===== src/rtl/seq_magnitude_cmp.sv =====
// seq_magnitude_cmp: bit-serial, MSB-first magnitude comparator.
// Operands are latched when start is accepted and then shifted left, one bit
// per clock. The compare stops at the first differing bit. The gt/eq/lt flags
// and the handshake outputs are all registered.
module seq_magnitude_cmp #(
   parameter int W      = 8,
   parameter int SIGNED = 0
) (
   input  logic         clk,
   input  logic         reset_n,
   input  logic         start,
   input  logic [W-1:0] a,
   input  logic [W-1:0] b,
   output logic         ready,
   output logic         done_tick,
   output logic         gt,
   output logic         eq,
   output logic         lt
);

   localparam int            CW      = $clog2(W);
   localparam logic [CW-1:0] IDX_MSB = CW'(W - 1);

   typedef enum logic [1:0] {
      S_IDLE = 2'd0,
      S_CMP  = 2'd1,
      S_DONE = 2'd2
   } state_t;

   state_t        state_r;
   state_t        state_s;
   logic [W-1:0]  a_r;
   logic [W-1:0]  b_r;
   logic [W-1:0]  a_s;
   logic [W-1:0]  b_s;
   logic [CW-1:0] idx_r;
   logic [CW-1:0] idx_s;
   logic          gt_s;
   logic          eq_s;
   logic          lt_s;
   logic          sign_pos_s;
   logic          msb_a_s;
   logic          msb_b_s;

   // Next-state, operand shift and flag logic of the compare sequencer.
   always_comb begin
      state_s    = state_r;
      a_s        = a_r;
      b_s        = b_r;
      idx_s      = idx_r;
      gt_s       = gt;
      eq_s       = eq;
      lt_s       = lt;
      msb_a_s    = a_r[W-1];
      msb_b_s    = b_r[W-1];
      // The first bit examined is the sign bit in signed mode; a set sign
      // bit means the smaller operand, so its sense is inverted there.
      sign_pos_s = (SIGNED != 0) && (idx_r == IDX_MSB);

      case (state_r)
         S_IDLE: begin
            if (start) begin
               a_s     = a;
               b_s     = b;
               idx_s   = IDX_MSB;
               gt_s    = 1'b0;
               eq_s    = 1'b0;
               lt_s    = 1'b0;
               state_s = S_CMP;
            end else begin
               state_s = S_IDLE;
            end
         end

         S_CMP: begin
            if (msb_a_s != msb_b_s) begin
               state_s = S_DONE;
               eq_s    = 1'b0;
               if (sign_pos_s) begin
                  gt_s = msb_b_s;
                  lt_s = msb_a_s;
               end else begin
                  gt_s = msb_a_s;
                  lt_s = msb_b_s;
               end
            end else if (idx_r == {CW{1'b0}}) begin
               // All bits equal; the counter stops here instead of wrapping.
               state_s = S_DONE;
               gt_s    = 1'b0;
               eq_s    = 1'b1;
               lt_s    = 1'b0;
            end else begin
               idx_s   = idx_r - CW'(1);
               a_s     = {a_r[W-2:0], 1'b0};
               b_s     = {b_r[W-2:0], 1'b0};
               state_s = S_CMP;
            end
         end

         S_DONE: begin
            state_s = S_IDLE;
         end

         default: begin
            state_s = S_IDLE;
         end
      endcase
   end

   // State, operand and flag registers; ready and done_tick follow the next state.
   always_ff @(posedge clk or negedge reset_n) begin
      if (!reset_n) begin
         state_r   <= S_IDLE;
         a_r       <= {W{1'b0}};
         b_r       <= {W{1'b0}};
         idx_r     <= {CW{1'b0}};
         gt        <= 1'b0;
         eq        <= 1'b0;
         lt        <= 1'b0;
         ready     <= 1'b1;
         done_tick <= 1'b0;
      end else begin
         state_r   <= state_s;
         a_r       <= a_s;
         b_r       <= b_s;
         idx_r     <= idx_s;
         gt        <= gt_s;
         eq        <= eq_s;
         lt        <= lt_s;
         ready     <= (state_s == S_IDLE);
         done_tick <= (state_s == S_DONE);
      end
   end

endmodule

===== config.mk =====
export PLATFORM = sky130hd
export DESIGN_NAME = seq_magnitude_cmp
export DESIGN_NICKNAME = d
export VERILOG_FILES = /design/src/rtl/seq_magnitude_cmp.sv
export SDC_FILE = /design/constraint.sdc
export NUM_CORES = 1
export LEC_CHECK = 0
export ABC_AREA = 0
export BUFFER_PORTS_ARGS = -buffer_cell sky130_fd_sc_hd__buf_2
export CORE_ASPECT_RATIO = 0.8
export CORE_MARGIN = 5
export CORE_UTILIZATION = 41
export DETAILED_ROUTE_END_ITERATION = 10
export GPL_ROUTABILITY_DRIVEN = 0
export PLACE_DENSITY = 0.73
export REMOVE_ABC_BUFFERS = 1
export SLEW_MARGIN = 20
export SYNTH_ARGS = -nofsm -noshare
export SYNTH_HDL_FRONTEND = slang
export SYNTH_SLANG_ARGS = --single-unit

===== constraint.sdc =====
create_clock -name clk -period 2.1 [get_ports clk]
set_clock_uncertainty 0.2 [all_clocks]
set_input_delay 0.105 -clock clk [delete_from_list [all_inputs] [get_ports clk]]
set_output_delay 0.105 -clock clk [all_outputs]
set_load 0.1 [all_outputs]

# Word level (Yosys, flattened, before mapping)
# Cells that the tools add are included.
# totals
mem_count	0
latch_bits	0
romBits	0
regBits	26
in_bits	19
out_inout_bits	5
ramBits	0
wordCells	48
# classes
reduce_logical	6
eq_ne	7
add_sub_neg	1
order_cmp	0
muxes	25
shifts	0
div	0
bitwise	0
multipliers	0
# ops
operator	count
$mux W8	6
$pmux W8 S2	2
$mux W3	3
$mux W1	7
$ne A2 B2 Y1 const B	3
$pmux W1 S2	3
$pmux W3 S2	1
$logic_not A2 Y1	2
$mux W2	2
$pmux W2 S2	1
$reduce_and A4 Y1	1
$logic_not A3 Y1	1
$ne A3 B3 Y1 const B	1
$reduce_and A3 Y1	1
$sub A3 B1 Y3 const B	1
$eq A2 B1 Y1 const B	1
$eq A2 B2 Y1 const B	1
$reduce_bool A2 Y1	1
$ne A1 B1 Y1	1

# Logic depth before layout (Yosys ltp)
# depth
ltp_word	5
ltp_mapped	7
depth_no_buf	5

# Least setup slack after synthesis
# Ideal clock, no wire load.
# synth_timing
path_kind	register to register
startpoint	register a_r[7]
endpoint	register a_r[1]
stages_incl_launch_ff	8
period_less_slack_ps	1790
setup_time_ps	128
path_slack_ps	310
arrival_ps	1463
required_ps	1772
n_path_buf	2
path_cell_list	dfrtp_1 inv_1 ha_1 and2_4 buf_6 buf_6 a211oi_1 nor3_1
# synth_between
elab_chain_len	3
# synth_lines
item	line_no	rtl
start: declaration	32	logic [W-1:0] a_r;
start signal: assignment	114	a_r <= {W{1'b0}};
start signal: assignment	124	a_r <= a_s;
$ne A1 B1 Y1	76	if (msb_a_s != msb_b_s) begin
$ne A2 B2 Y1 (no line)	n/a	
$reduce_and A4 Y1 (no line)	n/a	
# Every way passes these cells.
# A chain may end at the register's enable or synchronous reset.

# Final worst setup path
# layout_timing
startpoint	register state_r[0]
endpoint	register b_r[2]
# layout_between
elab_chain_len	3
elab_cells_between_ends	8
cone_classes	4 x eq/ne; 1 x mux; 3 x reduce/logical
# layout_lines
item	line_no	rtl
start: declaration	30	state_t state_r;
start signal: assignment	123	state_r <= state_s;
$eq A2 B1 Y1 / $logic_not A2 Y1 (equally long branches)	60	case (state_r)
$ne A2 B2 Y1 (no line) / $reduce_bool A2 Y1 (equally long branches)	n/a	
$reduce_and A4 Y1 (no line)	n/a	
end signal: assignment	115	b_r <= {W{1'b0}};
end signal: assignment	125	b_r <= b_s;
end: declaration	33	logic [W-1:0] b_r;
# Parallel ways exist; a longest one is shown, timed or not.

==> results.md <==
* Peak Freq at 524 MHz
* Max FO, Critical Path at 14
* Layout cells sized above 1 at 25.8%
* Vias in the first global route at 1380
* WL final at 3.66 mm
* Initial antenna violation count at 0
* Via count at 1264
* Sequential area share after synthesis at 43.7%
* RSZ-0062 raised after global routing: false
* All-Layer GR Usage at 15.2%
* Mapped cell area at 1490 um2
* Post-detailed-route wirelength per cell at 16.3 um
* Crit share post-route at 90.9%
* Startpoint types: register
* # nets final at 206
* DP Wirelength at 2.47 mm
* Post-CTS sizing at 0
* Worst hold path class: in2async
* Largest net degree at the start of global routing at 27
* Pleak at 0.000794 uW
* Reg area at 652 um2
* Post-synthesis cell type count at 34
* Register bit total from synthesis at 26
* Number of setup buffers added after CTS at 0
* Count of clock tree sinks at 26
* First-pass GRT wire length at 6.20 mm
* Die width at 77.4 um
* CTS tree: done
* Hold_buf cts at 18
* Core Area at 3470 um2
* H-tree depth at 1
* Final core utilization at 53.2%
* Avg Cell Area, Syn at 10.2 um2
* Slew @ Worst Pin at 727 ps
* Std-Cell Rows at 19
* Port Buf Inserts at 23
* Top Ports at 24
* Worst slew margin at 51.5%
* Hold Fails Final Rpt at 0
* Drt pass-1 iters at 4
* CP endpoint kind: register
* Synth area leaders: dfrtp_1 42%, nor3_1 9.4%, a211oi_1 9.1%
* Die area at 4950 um2
* TNS Setup at 0 ps
* TritonCTS Buffers at 3
* Clk root buf: clkbuf_8
* Die height at 63.9 um
* Clk_lat worst skew at 280 ps
* Via density at 5.64
* Multi-input gate area at 707 um2
* Required @ worst endpoint at 2070 ps
* Initial DRC count at 57
* Synth top area share at 42.0%
* Initial Util at 42.9%
* Cells after synthesis at 146
* Setup Crit Path Kind: reg2reg
* Synth warn at 0
* Outcome: finished clean
* Max Cap Violations at 0
* GR Overflow Total at 0
* Pins Over Slew Limit at 0
* Remaining DRCs at 0
* WP data arrival at 1870 ps
* Yosys top cell by area: dfrtp_1
* Post-layout min period at 1910 ps
* Worst vdd ir at 0.000758 V
* CTS Buffer Depth at 2
* CTS clk-pin slew, worst paths at 100 ps
* Area grow syn2layout at 23.8%
* # setup viols final at 0
* Power density cells at 1450 nW/um2
* Antenna viol nets, final at 0
* # fillers at 295
* Diode count at 0
[worst max-delay path: stages, from the launching register on]
cell     delay [ps]
dfrtp_1         520
or3b_1          740
o22ai_1         250
nor3_1           70
[routing by layer]
layer	share of wire, %	global-route usage (%)	up-vias
met3	5.5	3.93	4
met4	1.4	6.65	0
li1	-	-	618
met5	0	0	-
met1	47	18.8	606
met2	46	25.1	36
[logic make-up (layout without fill, tap and decap cells)]
| group | Yosys count | after routing | share of synthesized area [%] |
|---|---|---|---|
| simple gates | 47 | 47 | 17.2 |
| compound gates | 47 | 47 | 26.9 |
| buf+inv | 22 | 58 | 8.82 |
| flops | 26 | 26 | 43.7 |
| fa+ha+maj | 4 | 4 | 3.36 |
[placed cells by master (no fill, tap or decap), types with 4 or more instances in the layout]
| master | instances |
|---|---|
| inv_1 | 7 |
| dlygate4sd3_1 | 18 |
| nor2b_1 | 4 |
| ha_1 | 4 |
| o22ai_2 | 10 |
| buf_2 | 23 |
| buf_4 | 5 |
| nor3_1 | 28 |
| o22ai_1 | 4 |
| a211oi_1 | 18 |
| dfrtp_1 | 25 |
| nand2_1 | 5 |
[power by group]
| part | internal, uW | switching [uW] | total, uW |
|---|---|---|---|
| clock | 255 | 167 | 422 |
| sequential | 736 | 225 | 961 |
| combinational | 479 | 811 | 1290 |
[worst paths after layout]
check | slack (ps) | from | endpoint | depth (start not counted)
max in group asynchronous | 1150 | reset_n | a_r[3] | 2
hold reg to reg | 300 | gt | gt | 1
hold / removal | 160 | reset_n | a_r[0] | 2
setup reg to reg | 190 | state_r[0] | b_r[2] | 3
setup / recovery | 190 | state_r[0] | b_r[2] | 3
min in group clk | 300 | gt | gt | 1
[synth_stat cells, drive strengths merged]
master,instances
a211oi,18
o221ai,2
nand3b,1
o22ai,14
o311a,1
a21o,2
o21bai,1
nand2,5
a31oi,1
nor2,1
nor2b,4
nand2b,1
a21oi,3
nor3b,1
o21ai,1
or3b,1
inv,8
dfstp,1
nor3,28
and2b,1
clkbuf,2
and2,3
dfrtp,25
ha,4
a22o,3
o31ai,1
buf,12
nand4,1
[through the flow]
step                      hold slack (ps)  cells  worst slack [ps]  total power (uW)  cell area [um2]
after floorplan                      -391    132               254              1900             1390
after global placement              -65.6    202               294              2150             1590
after detailed placement            -59.9    202               209              2230             1590
after CTS                             183    224               198              2690             1850
after global routing                  214    224              70.2              2850             1850
final                                 158    224               192              2670             1850
[area by class of cell]
class | instances | share of cell area (%)
clock buffer | 3 | 2.24
clock inverter | 1 | 1.63
inverter | 8 | 1.63
multi-input combinational | 98 | 38.3
sequential | 26 | 35.3
tap | 42 | 2.85
timing repair buffer | 46 | 18.0
[flip-flops by register name, indices dropped and copies added, names as in the netlist]
register   cells
a_r            8
b_r            8
done_tick      1
eq             1
gt             1
idx_r          3
lt             1
ready          1
state_r        2
Note: power is estimated with default switching activity, not from simulation.
